<file path="config.mk">
export PLATFORM = sky130hd
export DESIGN_NAME = button_conditioner
export DESIGN_NICKNAME = d
export VERILOG_FILES = /design/src/rtl/button_conditioner.sv
export SDC_FILE = /design/constraint.sdc
export NUM_CORES = 1
export LEC_CHECK = 0
export CAP_MARGIN = 40
export CORE_ASPECT_RATIO = 1.75
export CORE_MARGIN = 2
export CORE_UTILIZATION = 62
export CTS_BUF_LIST = sky130_fd_sc_hd__clkbuf_16
export DETAILED_ROUTE_END_ITERATION = 10
export GPL_TIMING_DRIVEN = 0
export PLACE_DENSITY = 0.79
export SLEW_MARGIN = 20
export SYNTH_ARGS = -nofsm -noshare
export SYNTH_HDL_FRONTEND = slang
export SYNTH_SLANG_ARGS = --single-unit
</file>
<file path="constraint.sdc">
create_clock -name i_clock -period 4.2 [get_ports i_clock]
set_input_delay 0.42 -clock i_clock [delete_from_list [all_inputs] [get_ports i_clock]]
set_output_delay 0.42 -clock i_clock [all_outputs]
set_load 0.02 [all_outputs]
</file>
<file path="src/rtl/button_conditioner.sv">
// ---------------------------------------------------------------------------
// button_conditioner
//
// Conditions raw pushbutton levels before they reach the controller. Each
// button goes through its own path:
//   1. A two flip-flop synchronizer into the i_clock domain.
//   2. A debounce counter. A change on the synchronized input is accepted
//      only after it has held for DEBOUNCE_CYCLES consecutive cycles.
//   3. A rising-edge detector. It emits a single-cycle pulse each time the
//      debounced level goes 0->1.
// The buttons share no state, so several of them may pulse in the same cycle.
//
// Parameters:
//   N_PULSADORES    number of independent buttons
//   DEBOUNCE_CYCLES cycles a change must persist before it is accepted (>= 1)
//   NB_COUNTER      counter width, 2^NB_COUNTER > DEBOUNCE_CYCLES-1
//
// Ports:
//   i_clock      system clock, rising edge
//   i_reset      asynchronous active-high reset, clears every register
//   i_pulsadores raw asynchronous button levels, 1 = pressed
//   o_pulsadores registered one-cycle press pulses
//   o_nivel      registered debounced button levels
// ---------------------------------------------------------------------------
module button_conditioner #(
    parameter int N_PULSADORES    = 3,
    parameter int DEBOUNCE_CYCLES = 1000000,
    parameter int NB_COUNTER      = 20
) (
    input  logic                    i_clock,
    input  logic                    i_reset,
    input  logic [N_PULSADORES-1:0] i_pulsadores,
    output logic [N_PULSADORES-1:0] o_pulsadores,
    output logic [N_PULSADORES-1:0] o_nivel
);

    // Last count value before a change is accepted. The counter never goes
    // past this value, so it cannot wrap.
    localparam logic [NB_COUNTER-1:0] COUNT_LAST = NB_COUNTER'(DEBOUNCE_CYCLES - 1);

    // Per-button debounce state. It is decoded from whether the synchronized
    // input agrees with the accepted level, so it needs no storage of its own.
    typedef enum logic {
        IDLE     = 1'b0,
        COUNTING = 1'b1
    } deb_state_t;

    logic [N_PULSADORES-1:0] sync1;
    logic [N_PULSADORES-1:0] sync2;
    logic [N_PULSADORES-1:0] stable;
    logic [N_PULSADORES-1:0] stable_next;
    logic [NB_COUNTER-1:0]   counter      [N_PULSADORES];
    logic [NB_COUNTER-1:0]   counter_next [N_PULSADORES];
    deb_state_t              state        [N_PULSADORES];

    // Two-stage synchronizer. Only sync2 is used downstream. sync1 may go
    // metastable and is given a full cycle to settle.
    always_ff @(posedge i_clock or posedge i_reset) begin
        if (i_reset) begin
            sync1 <= '0;
            sync2 <= '0;
        end else begin
            sync1 <= i_pulsadores;
            sync2 <= sync1;
        end
    end

    // Debounce next-state logic, evaluated independently for every button.
    // The counter runs only while the synchronized input differs from the
    // accepted level. A single agreeing cycle (a bounce) throws the count
    // away. Reaching COUNT_LAST while still differing accepts the new level
    // and restarts the counter from zero.
    always_comb begin
        for (int k = 0; k < N_PULSADORES; k++) begin
            state[k]        = (sync2[k] != stable[k]) ? COUNTING : IDLE;
            stable_next[k]  = stable[k];
            counter_next[k] = '0;
            case (state[k])
                IDLE: begin
                    counter_next[k] = '0;
                end
                COUNTING: begin
                    if (counter[k] == COUNT_LAST) begin
                        stable_next[k]  = sync2[k];
                        counter_next[k] = '0;
                    end else begin
                        counter_next[k] = counter[k] + 1'b1;
                    end
                end
                default: begin
                    counter_next[k] = '0;
                end
            endcase
        end
    end

    // State and output registers.
    // o_nivel and o_pulsadores are loaded from the same next-state values as
    // stable. This makes the press pulse appear on the very edge where the
    // accepted level rises. A falling level gives no pulse.
    always_ff @(posedge i_clock or posedge i_reset) begin
        if (i_reset) begin
            stable       <= '0;
            o_nivel      <= '0;
            o_pulsadores <= '0;
            for (int k = 0; k < N_PULSADORES; k++) begin
                counter[k] <= '0;
            end
        end else begin
            stable       <= stable_next;
            o_nivel      <= stable_next;
            o_pulsadores <= stable_next & ~stable;
            for (int k = 0; k < N_PULSADORES; k++) begin
                counter[k] <= counter_next[k];
            end
        end
    end

endmodule
</file>
### Word-level counts from Yosys, hierarchy flattened

Cells that the tools add are included.

| storage, ports and cells | value |
|---|---|
| memories | 0 |
| logic and storage cells | 36 |
| memory bits (writable) | 0 |
| latch bits | 0 |
| input port bits | 5 |
| memory bits (read-only) | 0 |
| output and inout port bits | 6 |
| bits in registers | 72 |

| operators by class | value |
|---|---|
| add/subtract/negate cells | 3 |
| bitwise gates (word level) | 5 |
| reduce and logical (&&, ||, !) cells | 0 |
| shifts and indexed selects | 0 |
| equal/unequal tests | 6 |
| order comparisons | 0 |
| mux-type cells | 15 |
| div/mod/pow operators | 0 |
| multiply operators | 0 |

Operators with widths:

| cell | count |
|---|---|
| 20-bit case mux with 2 select lines | 3 |
| 20-bit by 1-bit adder with 20-bit output, second input constant | 3 |
| 20-bit equality test, second input constant | 3 |
| 20-bit two-way mux | 3 |
| 1-bit two-way mux | 9 |
| 3-bit bitwise AND | 1 |
| 1-bit != test | 3 |
| 1-bit NOT | 3 |
| 3-bit NOT | 1 |

### Depth between registers and ports, before layout

| logic depth | value |
|---|---|
| depth after elaboration | 4 |
| mapped depth | 6 |
| depth with buffers taken out | 5 |

### Worst setup path after synthesis

No wires, ideal clock.

| timing path | value |
|---|---|
| kind | register -> register |
| from | register counter[13] in the netlist's numbering |
| to | register stable[2] |
| period minus slack after synthesis | 2.064 ns |
| required time | 4.072 ns |
| path slack | 2.136 ns |
| setup time | 0.128 ns |
| stages on the path, launching flop included | 5 |
| path buffers | 0 |
| data arrival time | 1.937 ns |
| cells stage by stage | dfrtp_1 > or4b_1 > or4_4 > nor2_1 > mux2_1 |

| on the way | value |
|---|---|
| longest elaborated chain between the ends | 3 |

Ends and longest elaborated chain:

| element | RTL line | source |
|---|---|---|
| start, declared | 52 | `logic [NB_COUNTER-1:0] counter [N_PULSADORES];` |
| start signal, assigned by index | 114 | `counter[k] <= counter_next[k];` |
| 20-bit equality test | 83 | `if (counter[k] == COUNT_LAST) begin` |
| 1-bit two-way mux | 83 |  |
| 1-bit two-way mux | 78 | `case (state[k])` |
| named net stable_next[2] | 51 | `logic [N_PULSADORES-1:0] stable_next;` |
| end signal, assigned | 110 | `stable <= stable_next;` |
| end, declared | 50 | `logic [N_PULSADORES-1:0] stable;` |

The timed path passes the listed nets, and every way through them passes these cells.

### Final worst setup path

| timing path | value |
|---|---|
| from | register counter[0] in the netlist's numbering |
| to | register stable[2] |

Same word-level chain as after synthesis.

==> impl_results.html <==
<table>
<tr><th>Metric</th><th>Value</th></tr>
<tr><th colspan="2">Critical path</th></tr>
<tr><td>Launch point of the worst path</td><td>counter[0]$_DFF_PP0_</td></tr>
<tr><td>Maximum fanout along the worst path</td><td>8</td></tr>
<tr><td>Endpoint of the worst register-to-register path</td><td>stable[2]$_DFF_PP0_</td></tr>
<tr><td>Family with the most delay on the worst path</td><td>simple AND/OR/NAND/NOR gates</td></tr>
<tr><td>Register-to-register setup slack</td><td>1.95 ns</td></tr>
<tr><td>CP bufs+invs</td><td>0</td></tr>
<tr><td>Kind of end point of the critical path</td><td>flop</td></tr>
<tr><td>Critical setup path kind</td><td>flop to flop</td></tr>
<tr><td>Critical Path Source Type</td><td>flop</td></tr>
<tr><td>Slowest cell delay on critical path</td><td>0.67 ns</td></tr>
<tr><td>Reg-to-reg critical path startpoint</td><td>counter[0]$_DFF_PP0_</td></tr>
<tr><td>Reg2Reg Depth</td><td>5</td></tr>
<tr><td>Critical path required time</td><td>4.41 ns</td></tr>
<tr><td>CP Data Arrival Time</td><td>2.46 ns</td></tr>
<tr><td>Crit path capture</td><td>stable[2]$_DFF_PP0_</td></tr>
<tr><td>Master of the slowest instance on the critical path</td><td>sky130_fd_sc_hd__or4_4</td></tr>
<tr><td>Stages on worst setup path</td><td>5</td></tr>
<tr><td>Critical Path, Cell by Cell</td><td>ha_1 -&gt; nand3_1 -&gt; or4_4 -&gt; nor2_1 -&gt; mux2_1</td></tr>
<tr><th colspan="2">Clock tree</th></tr>
<tr><td>Post-CTS setup buffer count</td><td>0</td></tr>
<tr><td>CTS tree</td><td>done</td></tr>
<tr><td>Worst-case clock buffer depth</td><td>2</td></tr>
<tr><td>Number of H-tree levels</td><td>3</td></tr>
<tr><td>Sinks on Clock Net</td><td>72</td></tr>
<tr><td>Root buf cell</td><td>sky130_fd_sc_hd__clkbuf_16</td></tr>
<tr><td>Clock input transition at the sequential cells of the worst setup and hold paths</td><td>0.06 ns</td></tr>
<tr><td>Insertion delay of the later-clocked pin in the worst-skew pair</td><td>0.33 ns</td></tr>
<tr><td>Num CTS Buffers</td><td>9</td></tr>
<tr><td>Hold_buf cts</td><td>0</td></tr>
<tr><td>Post-cts resize count</td><td>0</td></tr>
<tr><th colspan="2">Power and ir drop</th></tr>
<tr><td>Power density over the cells</td><td>398 mW/mm2</td></tr>
<tr><td>Worst vdd ir</td><td>0.311 mV</td></tr>
<tr><td>Leakage power</td><td>1.55 nW</td></tr>
<tr><td>Total power</td><td>1.55 mW</td></tr>
<tr><th colspan="2">Place</th></tr>
<tr><td>HPWL after DPL</td><td>4360 um</td></tr>
<tr><td>Placement Setup Slack</td><td>1.96 ns</td></tr>
<tr><td>Number of buffers added on ports</td><td>10</td></tr>
<tr><td>Number of placed cells counting well taps</td><td>405</td></tr>
<tr><td>Routability congestion estimate from global placement</td><td>0.779</td></tr>
<tr><th colspan="2">STA</th></tr>
<tr><td>Unrepaired setup endpoints after global routing</td><td>false</td></tr>
<tr><td>Largest clock skew in the final design</td><td>0.00524 ns</td></tr>
<tr><td>Min Tclk post-route</td><td>2.25 ns</td></tr>
<tr><td>Max-slew violations</td><td>0</td></tr>
<tr><td>Setup total negative slack</td><td>0 ns</td></tr>
<tr><td>Hold Vio Cnt, Final</td><td>0</td></tr>
<tr><td>Achievable Freq</td><td>444 MHz</td></tr>
<tr><td>Final clock period utilization by the worst path</td><td>0.536</td></tr>
<tr><td>Number of setup violations in the final report</td><td>0</td></tr>
<tr><td>Normalized max-slew margin</td><td>0.573</td></tr>
<tr><td>Final worst slack</td><td>1.95 ns</td></tr>
<tr><td>Slew at the pin closest to its max-slew limit</td><td>0.634 ns</td></tr>
<tr><td>Hold slack final</td><td>0.343 ns</td></tr>
<tr><th colspan="2">Synthesis</th></tr>
<tr><td>Share of async-settable or async-resettable flops after synthesis</td><td>1.00</td></tr>
<tr><td>Synthesized area</td><td>0.00339 mm2</td></tr>
<tr><td>FF+latch count, synth</td><td>72</td></tr>
<tr><td>Most used flip-flop cell after synthesis</td><td>sky130_fd_sc_hd__dfrtp_1</td></tr>
<tr><td>Net count after synthesis</td><td>347</td></tr>
<tr><td>Yosys warnings</td><td>0</td></tr>
<tr><td>Count of mapped cells out of synthesis</td><td>339</td></tr>
<tr><td>Number of enable flip-flop cells after synthesis</td><td>0</td></tr>
<tr><td>Mean area per synthesized cell</td><td>10.0 um2</td></tr>
<tr><td>Part of the Yosys area used for sequential elements</td><td>0.531</td></tr>
<tr><td>Number of library cell types mapped by synthesis</td><td>39</td></tr>
<tr><th colspan="2">Global routing</th></tr>
<tr><td>Total global routing track utilization</td><td>0.243</td></tr>
<tr><td>First-pass GRT wire length</td><td>11300 um</td></tr>
<tr><td>Busiest metal layer after global routing</td><td>met2</td></tr>
<tr><td>Maximum number of pins on one net before global-route repair</td><td>54</td></tr>
<tr><td>Global-route met2 utilization</td><td>0.419</td></tr>
<tr><td>Overall overflow remaining after global route</td><td>0</td></tr>
<tr><td>Met1 layer usage reported by global route</td><td>0.279</td></tr>
<tr><td>Via count of the first global-routing pass</td><td>2600</td></tr>
<tr><td>Antenna violations before repair</td><td>0</td></tr>
<tr><td>Global routing usage on met3</td><td>0.0570</td></tr>
<tr><th colspan="2">Drt</th></tr>
<tr><td>Number of vias in the routed layout</td><td>2551</td></tr>
<tr><td>Drt initial violations</td><td>90</td></tr>
<tr><td>Final wirelength</td><td>6560 um</td></tr>
<tr><td>Number of search-and-repair iterations in the first detailed-routing pass</td><td>4</td></tr>
<tr><td>Post-DRT Antenna Nets</td><td>0</td></tr>
<tr><td>Drt via density</td><td>6.06</td></tr>
<tr><td>Avg WL per Cell</td><td>15.6 um</td></tr>
<tr><td>DRC violation count after routing</td><td>0</td></tr>
<tr><th colspan="2">Floorplan</th></tr>
<tr><td>Std-Cell Rows</td><td>35</td></tr>
<tr><td>Die Footprint</td><td>0.00610 mm2</td></tr>
<tr><td>Core outline area</td><td>0.00526 mm2</td></tr>
<tr><td>Die Wd</td><td>59.9 um</td></tr>
<tr><td>I/O Pins</td><td>11</td></tr>
<tr><td>Initial core utilization</td><td>0.646</td></tr>
<tr><td>Die Ht</td><td>102 um</td></tr>
<tr><th colspan="2">Layout</th></tr>
<tr><td>Share of layout cells above drive strength 1</td><td>0.112</td></tr>
<tr><td>ANT cells</td><td>0</td></tr>
<tr><td>Non-filler cells in the finished layout</td><td>421</td></tr>
<tr><td>Synth-to-Final Area Change</td><td>15.0%</td></tr>
<tr><td>Final net count</td><td>369</td></tr>
<tr><th colspan="2">Run</th></tr>
<tr><td>Number of maximum-capacitance constraint violations</td><td>0</td></tr>
<tr><th colspan="2">Status</th></tr>
<tr><td>Status</td><td>finished clean</td></tr>
<tr><th colspan="2">Hold path</th></tr>
<tr><td>Class of the most critical hold timing path</td><td>flop to flop</td></tr>
<tr><td>Number of stages on the worst hold path</td><td>0</td></tr>
</table>
[flip-flops by register name, indices dropped and copies added (netlist names)]
signal / cells
o_pulsadores: 3
stable: 3
counter: 60
sync2: 3
sync1: 3
[metrics by stage]
stage | util | area [um2]
floorplan | - | 3390
global placement | 0.678 | 3560
detailed placement | 0.684 | 3590
CTS | 0.743 | 3900
global route | 0.743 | 3900
finish | 0.743 | 3900
[cells in the mapped netlist, drive strengths merged, types with 4 or more instances]
| cell | number | area share |
|---|---|---|
| or3 | 9 | 0.018 |
| nand3 | 19 | 0.029 |
| or4 | 15 | 0.035 |
| nand2 | 18 | 0.020 |
| inv | 16 | 0.018 |
| nor4 | 10 | 0.018 |
| or2 | 4 | 0.0074 |
| buf | 7 | 0.012 |
| xnor2 | 29 | 0.075 |
| nor2 | 50 | 0.055 |
| o31ai | 8 | 0.018 |
| nand4 | 11 | 0.020 |
| dfrtp | 72 | 0.53 |
| xor2 | 10 | 0.026 |
| o21ai | 11 | 0.020 |
| nor3 | 11 | 0.016 |
| a21oi | 16 | 0.024 |
[worst register-to-register path, stage by stage, from the launching register on]
cell	delay, ns
sky130_fd_sc_hd__dfrtp_1	0.39
sky130_fd_sc_hd__ha_1	0.20
sky130_fd_sc_hd__nand3_1	0.29
sky130_fd_sc_hd__or4_4	0.67
sky130_fd_sc_hd__nor2_1	0.23
sky130_fd_sc_hd__mux2_1	0.35
[metal layers]
metal	part of all wire	up-vias
met5	0	-
li1	-	1236
met4	0.018	0
met2	0.56	37
met3	0.024	18
met1	0.39	1260
[where the power goes]
group / internal [mW] / total [mW] / leakage [nW] / switching, mW
combinational: 0.0170 / 0.0481 / 0.412 / 0.0311
sequential: 0.704 / 0.712 / 0.985 / 0.00844
clock: 0.514 / 0.793 / 0.153 / 0.279
[cell usage in the layout, fill, tap and decap left out, types with 4 or more instances in the layout]
cell,instances
sky130_fd_sc_hd__a21oi_1,16
sky130_fd_sc_hd__buf_2,6
sky130_fd_sc_hd__clkbuf_16,9
sky130_fd_sc_hd__clkdlybuf4s50_1,10
sky130_fd_sc_hd__dfrtp_1,72
sky130_fd_sc_hd__inv_1,15
sky130_fd_sc_hd__nand2_1,18
sky130_fd_sc_hd__nand3_1,18
sky130_fd_sc_hd__nand4_1,11
sky130_fd_sc_hd__nor2_1,50
sky130_fd_sc_hd__nor3_1,11
sky130_fd_sc_hd__nor4_1,10
sky130_fd_sc_hd__o21ai_0,10
sky130_fd_sc_hd__o31ai_1,8
sky130_fd_sc_hd__or2_2,4
sky130_fd_sc_hd__or3_1,6
sky130_fd_sc_hd__or4_1,13
sky130_fd_sc_hd__xnor2_1,29
sky130_fd_sc_hd__xor2_1,10
[cells by family (layout without fill, tap and decap cells)]
kind of cell	after synthesis	count (layout)	share of synthesized area
AND/OR/NAND/NOR	157	157	0.242
XOR/XNOR	39	39	0.101
multiplexers	5	5	0.0159
buffers and inverters	26	53	0.0332
flip-flops	72	72	0.531
AO/OA/AOI/OAI	37	37	0.0660
adder cells (fa/ha/maj)	3	3	0.0111
[worst min path at each step]
stage	from	end	slack, ns
6_report	sync1[0]$_DFF_PP0_	sync2[0]$_DFF_PP0_	0.34
5_1_grt	sync1[0]$_DFF_PP0_	sync2[0]$_DFF_PP0_	0.36
4_1_cts	sync1[0]$_DFF_PP0_	sync2[0]$_DFF_PP0_	0.35
3_5_place_dp	sync1[1]$_DFF_PP0_	sync2[1]$_DFF_PP0_	0.33
3_3_place_gp	sync1[1]$_DFF_PP0_	sync2[1]$_DFF_PP0_	0.33
2_1_floorplan	sync1[0]$_DFF_PP0_	sync2[0]$_DFF_PP0_	0.33
[cell type report]
type                       count  area [um2]
fill                         366        1350
timing repair buffer          11         128
buffer                        10        52.6
multi-input combinational    241        1480
clock buffer                   9         225
tap                           55        68.8
inverter                      16        62.6
clock inverter                 7        86.3
sequential                    72        1800
No activity file was read; power rests on OpenSTA's default activity.
